==> src/rtl/md_sched_ctrl.sv <==
// Sequencing controller for the HI/LO multiply/divide unit: decodes E-stage MD
// requests, tracks unit occupancy with a countdown and stalls D-stage MD ops.
module md_sched_ctrl #(
    parameter int unsigned MUL_CYCLES = 5,
    parameter int unsigned DIV_CYCLES = 10,
    parameter int unsigned CNT_W      = 16
) (
    input  logic             clk,
    input  logic             reset,
    input  logic             d_md,
    input  logic             e_req,
    input  logic             e_kill,
    input  logic [2:0]       e_kind,
    output logic             md_start,
    output logic [1:0]       md_op,
    output logic [1:0]       md_we,
    output logic             rd_hi,
    output logic             busy,
    output logic [4:0]       cnt,
    output logic             stall_d,
    output logic             err,
    output logic [CNT_W-1:0] stall_cycles
);

    localparam logic [4:0] MUL_LOAD = 5'(MUL_CYCLES);
    localparam logic [4:0] DIV_LOAD = 5'(DIV_CYCLES);

    logic live;
    logic go;
    logic proto_err;

    always_comb begin
        live      = e_req & ~e_kill;
        busy      = (cnt != '0);
        go        = live & ~busy;
        proto_err = live & busy;
        md_start  = go & ~e_kind[2];
        md_op     = '0;
        md_we     = '0;
        if (e_req && !e_kind[2])
            md_op = e_kind[1:0];
        if (go && e_kind == 3'd4)
            md_we = 2'd1;
        else if (go && e_kind == 3'd5)
            md_we = 2'd2;
        rd_hi   = e_req & (e_kind == 3'd6);
        stall_d = d_md & (busy | md_start);
    end

    // Odd kinds (DIVU/DIV) take the divide latency, even kinds the multiply latency.
    always_ff @(posedge clk) begin
        if (reset) begin
            cnt          <= '0;
            err          <= 1'b0;
            stall_cycles <= '0;
        end else begin
            if (md_start)
                cnt <= e_kind[0] ? DIV_LOAD : MUL_LOAD;
            else if (busy)
                cnt <= cnt - 5'd1;
            if (proto_err)
                err <= 1'b1;
            if (stall_d && stall_cycles != '1)
                stall_cycles <= stall_cycles + 1'b1;
        end
    end

endmodule

==> config.mk <==
export PLATFORM = sky130hd
export DESIGN_NAME = md_sched_ctrl
export DESIGN_NICKNAME = d
export VERILOG_FILES = /design/src/rtl/md_sched_ctrl.sv
export SDC_FILE = /design/constraint.sdc
export NUM_CORES = 1
export LEC_CHECK = 0
export ABC_AREA = 1
export CAP_MARGIN = 5
export CORE_UTILIZATION = 50
export CTS_BUF_LIST = sky130_fd_sc_hd__clkbuf_4 sky130_fd_sc_hd__clkbuf_8
export DETAILED_ROUTE_END_ITERATION = 16
export GPL_TIMING_DRIVEN = 0
export PLACE_DENSITY = 0.82
export RECOVER_POWER = 100
export SYNTH_ARGS = -nofsm -noshare
export SYNTH_HDL_FRONTEND = slang
export SYNTH_SLANG_ARGS = --single-unit
==> constraint.sdc <==
create_clock -name clk -period 2.2 [get_ports clk]
set_input_delay 0.66 -clock clk [delete_from_list [all_inputs] [get_ports clk]]
set_output_delay 0.66 -clock clk [all_outputs]
set_load 0.01 [all_outputs]
Word level (Yosys, flattened, before mapping)
Cells that the tools add are included.
{ "totals": {"reg_bits": 22, "input_bits": 8, "out_inout_bits": 30, "wordCells": 32} }
{ "classes": {"n_addsub": 2, "eq_ne": 4, "muxes": 6, "bitwise_logic": 10, "reduce_logical": 7} }
{ "ops": {"columns": ["operator", "count"], "rows": [
  ["adder 16 x 1 -> 16 bit (second input constant)", 1],
  ["!= test 16 bit (second input constant)", 1],
  ["two-way mux 5 bit", 2],
  ["== test 3 bit (second input constant)", 3],
  ["AND 1 bit", 6],
  ["two-way mux 2 bit", 3],
  ["nonzero test 5 bit", 1],
  ["subtractor 5 x 1 -> 5 bit (second input constant)", 1],
  ["logical AND 1 bit", 4],
  ["two-way mux 4 bit", 1],
  ["inverter 1 bit", 3],
  ["nonzero test 2 bit", 1],
  ["zero test 1 bit", 1],
  ["OR 1 bit", 1]
]} }

Depth between registers and ports, before layout
Gate-level depths: netlist (run 1).
{ "logic_depth": {"word_depth": 7, "mapped_depth": 10, "depth_no_buf": 10} }

Worst setup path after synthesis (run 1)
No wires, ideal clock.
{ "synth_path": {"path_type": "flip-flop to output port", "startpoint": "reg cnt[0]", "endpoint": "out md_we[0]", "t_arrival_ns": 1.214, "required_time_ns": 1.540, "setup_slack_ns": 0.326, "path_stages_with_launch": 7, "n_path_buf": 0, "cell_sequence": "dfxtp_1 -> inv_1 -> ha_1 -> nand2_1 -> nor2_2 -> nand4_1 -> nor2_1"} }
{ "synth_via": {"elab_chain_cells": 5} }
{ "synth_lines": {"columns": ["item", "line", "source"], "rows": [
  ["from (decl)", "19", "output logic [4:0] cnt,"],
  ["from (signal assigned)", "58", "cnt <= e_kind[0] ? DIV_LOAD : MUL_LOAD;"],
  ["from (signal assigned)", "60", "cnt <= cnt - 5'd1;"],
  ["nonzero test 5 bit", "34", "busy = (cnt != '0);"],
  ["inverter 1 bit", "35", "go = live & ~busy;"],
  ["AND 1 bit", "35", null],
  ["logical AND 1 bit", "42", "if (go && e_kind == 3'd4)"],
  ["two-way mux 2 bit", "42", null],
  ["to (decl)", "16", "output logic [1:0] md_we,"]
]} }
No other way between the ends.

Worst setup path after layout (run 1)
{ "layout_path": {"startpoint": "in e_kind[2]", "endpoint": "out stall_d"} }
{ "layout_via": {"elab_chain_cells": 4} }
{ "layout_lines": {"columns": ["item", "line", "source"], "rows": [
  ["from (decl)", "13", "input logic [2:0] e_kind,"],
  ["inverter 1 bit", "37", "md_start = go & ~e_kind[2];"],
  ["AND 1 bit", "37", null],
  ["OR 1 bit", "47", "stall_d = d_md & (busy | md_start);"],
  ["AND 1 bit", "47", null],
  ["to (decl)", "20", "output logic stall_d,"]
]} }
No other way between the ends.

==> impl_metrics.toml, run 1 <==
[cells_and_area]
n_antenna_cell = 0
final_area_sq_mm = 0.00189
final_common_cell = "nand2_1"
final_cell_mix = "65 x nand2_1, 28 x nor2_1, 20 x dfxtp_1, 18 x a21oi_1, 17 x dlygate4sd3_1"
area_growth_syn_to_layout_pct = 34.4
nNetsFinal = 269
drive_above_1_share = 0.190

[global_route]
grt_util_met2 = 0.412
antenna_found_initial = 0
grt_overflow_total = 0
grt_pass1_wl_um = 5400
grt.busiest_layer = "met2"
track_usage = 0.255
grt_max_degree = 13
met1_usage = 0.344
grt_pass1_vias = 1230
met3_usage = 0.0601

[timing]
worst_slew_pin_slew_ps = 538
fin_ws_ps = 38.4
clock_skew_ps = 0.955
finalSetupViolCount = 0
final-max-slew-violation-count = 0
fin_crit_sh = 0.983
timing.fmax_ghz = 0.463
final_hold_viol_count = 0
slew_headroom = 0.641
min_period_ps = 2160

[critical_path]
required_ps = 1540
endpoint_kind = "output pin"
crit_arrival_ps = 1500
cp_slowest_cell = "clkdlybuf4s15_2"
crit_chain = "clkdlybuf4s15_2 > inv_2 > a21oi_4 > nor2_2 > buf_6 > buf_6"
critPathMaxStageDelay_ps = 290
path_max_fanout = 6
cp_common_cell = "buf_6"
crit_type = "input port to output pin"
startpoint_type = "input port"

[clocking]
cts.sinks = 22
ctsHtreeMaxLevel = 1
cts_tree = "yes"
insertion_delay_ps = 320
clk_pin_slew_ps = 130
cts-root-buf = "clkbuf_4"
hold_buffers = 0
clockBufferDepth = 2
cts_buffers = 3

[power]
power.static_leakage_nw = 0.809
sequentialPowerShare = 0.316
ir_worst_vdd_uv = 1040
p_int_mw = 0.945
p_clk_frac = 0.147
netSwitchingFraction = 0.408
p_sw_mw = 0.650
p_per_area_mw_per_mm2 = 843
comb_power_share = 0.537

[synthesis]
syn_nets = 219
synth_ff_type = "dfxtp_1"
syn_area_per_cell_sq_um = 6.74
ys_ff_latch = 22
synthArstFlopShare = 0
synth_area_sq_mm = 0.00141
synth.distinct_cells = 28
synth_cells = 209
yosysWarnings = 0
synth_edf_count = 0
synth-seq-area-share = 0.313

[drt]
first_pass_iters = 4
via_per_inst = 5.31
vias = 1528
drt_iter0_drc = 46
postRouteAntennaNets = 0
drcViolationCount = 0
drt-total-wl_um = 3690
wl_per_cell_um = 12.8

[place]
place.gp.congestion = 0.853
placed_area_sq_mm = 0.00182
io_buffer_count = 37
dp_slack_ps = -764
place_hpwl_um = 2480

[die]
die_w_um = 55.1
core_sq_mm = 0.00257
die_h_um = 55.1
fp.dieArea_sq_mm = 0.00303
start_util = 0.549
row_count = 18
ios = 38

[min_path]
min_path_type = "flip-flop to flip-flop"

[run_status]
status = "finished, final reports clean"

[flow_run]
drv_cap = 0
[per-stage QoR]
stage                     cells   util  power [mW]  hold WS [ps]  TNS (ps)
after global placement      276  0.708        1.16           467     -4280
after detailed placement    276  0.708        1.17           479     -4400
after CTS                   284  0.731        1.49           508     -18.4
after global routing        288  0.737        1.67           545     -57.5
after floorplan             209      -       0.921           505         0
final                       288  0.737        1.60           494         0
[cells in the mapped netlist (2+ instances only)]
cell type | instances | share of area
nand4_1 | 5 | 0.022
nor2_8 | 2 | 0.028
a21oi_1 | 18 | 0.064
ha_1 | 2 | 0.018
nand3_4 | 3 | 0.037
dfxtp_1 | 22 | 0.31
xor2_1 | 5 | 0.031
nand2_2 | 2 | 0.0089
nor2_1 | 25 | 0.067
o21ai_0 | 3 | 0.011
inv_2 | 4 | 0.011
inv_1 | 16 | 0.043
nor2_2 | 10 | 0.044
nand2_1 | 65 | 0.17
nor3_1 | 3 | 0.011
nor2_4 | 2 | 0.016
nand3_1 | 11 | 0.039
[critical path, delay by kind of cell]
family,cells,cell delay (ps)
compound gates,1,180
buf+inv,4,600
simple gates,1,60
[per-layer routing]
metal,part of all wire,vias up
li1,-,771
met1,0.50,700
met2,0.45,49
met3,0.042,8
met4,0.015,0
met5,0,-
[power groups by stage]
stage               sequential [mW]  clock, mW  combinational (mW)
floorplan                     0.519          0               0.403
global placement              0.506          0               0.658
detailed placement            0.506          0               0.662
CTS                           0.500      0.237               0.751
global route                  0.509      0.246               0.913
finish                        0.504      0.235               0.857
[flip-flops by register name, indices dropped and copies added (netlist names)]
register	count
err	1
stall_cycles	16
cnt	5
[worst paths after layout]
kind                                      start          endpoint  slack [ps]  cells past startpoint
worst max register to register  stall_cycles[0]  stall_cycles[11]         170                      7
worst min-delay path                        err               err         490                      2
worst max-delay path                  e_kind[2]           stall_d          40                      6
worst min register to register              err               err         490                      2
[what timing repair did]
| item | in CTS | in global routing |
|---|---|---|
| resized for setup | 45 | 6 |
| buffers inserted | 4 | 4 |
| endpoints found under the setup margin | 8 | 4 |
| pin swaps | 8 | 7 |
[kinds of logic (layout without fill, tap and decap cells)]
kind of cell               count (synthesis)  count (layout)  share of synthesized area
and+or+nand+nor                          133             133                      0.477
adders and majority gates                  2               2                     0.0178
xor gates and xnor gates                   5               5                     0.0311
buffers and inverters                     23              72                     0.0639
AOI/OAI and AO/OA                         24              24                     0.0977
DFF                                       22              22                      0.313
[area by class of cell]
| class | count | area, sq um |
|---|---|---|
| timing repair buffer | 45 | 395 |
| clock buffer | 4 | 36.3 |
| fill | 229 | 674 |
| multi-input combinational | 164 | 887 |
| buffer | 2 | 15.0 |
| sequential | 22 | 443 |
| tap | 30 | 37.5 |
| inverter | 21 | 78.8 |
Power figures use the tool's default switching activity.
==> inputs of run 2 (changes only) <==
- MAX_ROUTING_LAYER: not set -> met4
==> impl_metrics.toml, run 2 (same netlist as run 1, synthesis figures left out) <==
[run_status]
status = "finished, final reports clean"

[critical_path]
rr_worst_depth = 7
startpoint_type = "input port"
cp_common_cell = "buf_6"
r2r-end = "stall_cycles[11]"
r2r-start = "stall_cycles[0]"
cp_slowest_cell = "clkdlybuf4s15_2"
endpoint_kind = "output pin"
crit_arrival_ps = 1500
crit_chain = "clkdlybuf4s15_2 > inv_2 > a21oi_4 > nor2_2 > buf_6 > buf_6"
cp.depth = 6
crit_family = "buffers and inverters"
r2r_slack_ps = 160
path_max_fanout = 6
crit_end = "stall_d"
required_ps = 1540
critPathMaxStageDelay_ps = 290
crit_path_start = "e_kind[2]"
path_buf_inv = 4
crit_type = "input port to output pin"

[die]
fp.dieArea_sq_mm = 0.00303
row_count = 18
core_sq_mm = 0.00257
die_w_um = 55.1
ios = 38
die_h_um = 55.1
start_util = 0.549

[cells_and_area]
post-route-util = 0.737
largest_register_ffs = 16
final_cell_mix = "65 x nand2_1, 28 x nor2_1, 20 x dfxtp_1, 18 x a21oi_1, 17 x dlygate4sd3_1"
regMostFlops = "stall_cycles"
n_antenna_cell = 0
drive_above_1_share = 0.190
reg_top3 = "stall_cycles x16, cnt x5, err x1"
fin_cells = 288
final_common_cell = "nand2_1"
final_area_sq_mm = 0.00189
area_growth_syn_to_layout_pct = 34.4
nNetsFinal = 269

[clocking]
insertion_delay_ps = 320
cts_buffers = 3
cts.sinks = 22
ctsHtreeMaxLevel = 1
hold_buffers = 0
cts_tree = "yes"
clockBufferDepth = 2
clk_pin_slew_ps = 130
cts-root-buf = "clkbuf_4"

[global_route]
track_usage = 0.262
antenna_found_initial = 0
grt_overflow_total = 0
grt_pass1_wl_um = 5400
grt_max_degree = 13
grt_pass1_vias = 1231

[place]
placed_area_sq_mm = 0.00182
placed_cells = 276
place_hpwl_um = 2480
dp_slack_ps = -764
place.gp.congestion = 0.867
io_buffer_count = 37

[timing]
whs_ps = 491
fin_crit_sh = 0.982
timing.fmax_ghz = 0.463
clock_skew_ps = 1.18
worst_slew_pin_slew_ps = 536
final_hold_viol_count = 0
final-max-slew-violation-count = 0
slew_headroom = 0.642
tns_ps = 0
fin_ws_ps = 38.9
finalSetupViolCount = 0
min_period_ps = 2160

[drt]
drt-total-wl_um = 3670
drt_iter0_drc = 36
wl_per_cell_um = 12.7
vias = 1506
postRouteAntennaNets = 0
drcViolationCount = 0
first_pass_iters = 4
via_per_inst = 5.23

[power]
ir_worst_vdd_uv = 1040
p_per_area_mw_per_mm2 = 841
total_power_mw = 1.59
power.static_leakage_nw = 0.809

[min_path]
min_path_type = "flip-flop to flip-flop"

[flow_run]
drv_cap = 0
-- run 2: cell counts in the layout (fill, tap and decap cells not counted) --
Identical to the previous run, type by type.
-- run 2: metal layers --
| metal | wire length (um) | GRT usage | share of wire | up-vias |
|---|---|---|---|---|
| li1 | - | - | - | 771 |
| met2 | 1640 | 0.412 | 0.45 | 52 |
| met3 | 199 | 0.0656 | 0.054 | 8 |
| met5 | 0 | - | 0 | - |
| met4 | 63 | 0.0500 | 0.017 | 0 |
| met1 | 1770 | 0.340 | 0.48 | 675 |
-- run 2: cell type report --
cell class	count	area [sq um]
clock buffer	4	36.3
buffer	2	15.0
tap	30	37.5
timing repair buffer	45	395
multi-input combinational	164	887
sequential	22	443
inverter	21	78.8
fill	229	674
-- run 2: tightest hold or removal path, stage by stage, from the launching register on --
cell     delay (ps)
dfxtp_1         350
a21oi_1          40
nor2_1           80
-- run 2: worst min path at each step --
| stage | slack [ps] | start | cells past startpoint | endpoint |
|---|---|---|---|---|
| floorplan | 500 | err | 2 | err |
| global placement | 470 | err | 2 | err |
| detailed placement | 480 | err | 2 | err |
| CTS | 510 | err | 2 | err |
| global route | 540 | err | 2 | err |
| finish | 490 | err | 2 | err |
-- run 2: report_power, final --
part	leakage, nW	switching, mW	internal, mW
registers	0.179	0.0558	0.448
clock network	0.0210	0.134	0.101
logic	0.609	0.458	0.395
total	0.809	0.648	0.944
-- run 2: repair_timing --
item	4_1_cts	5_1_grt
pin swaps	8	7
endpoints found under the setup margin	8	4
setup buffers	4	4
gates resized for setup	45	6
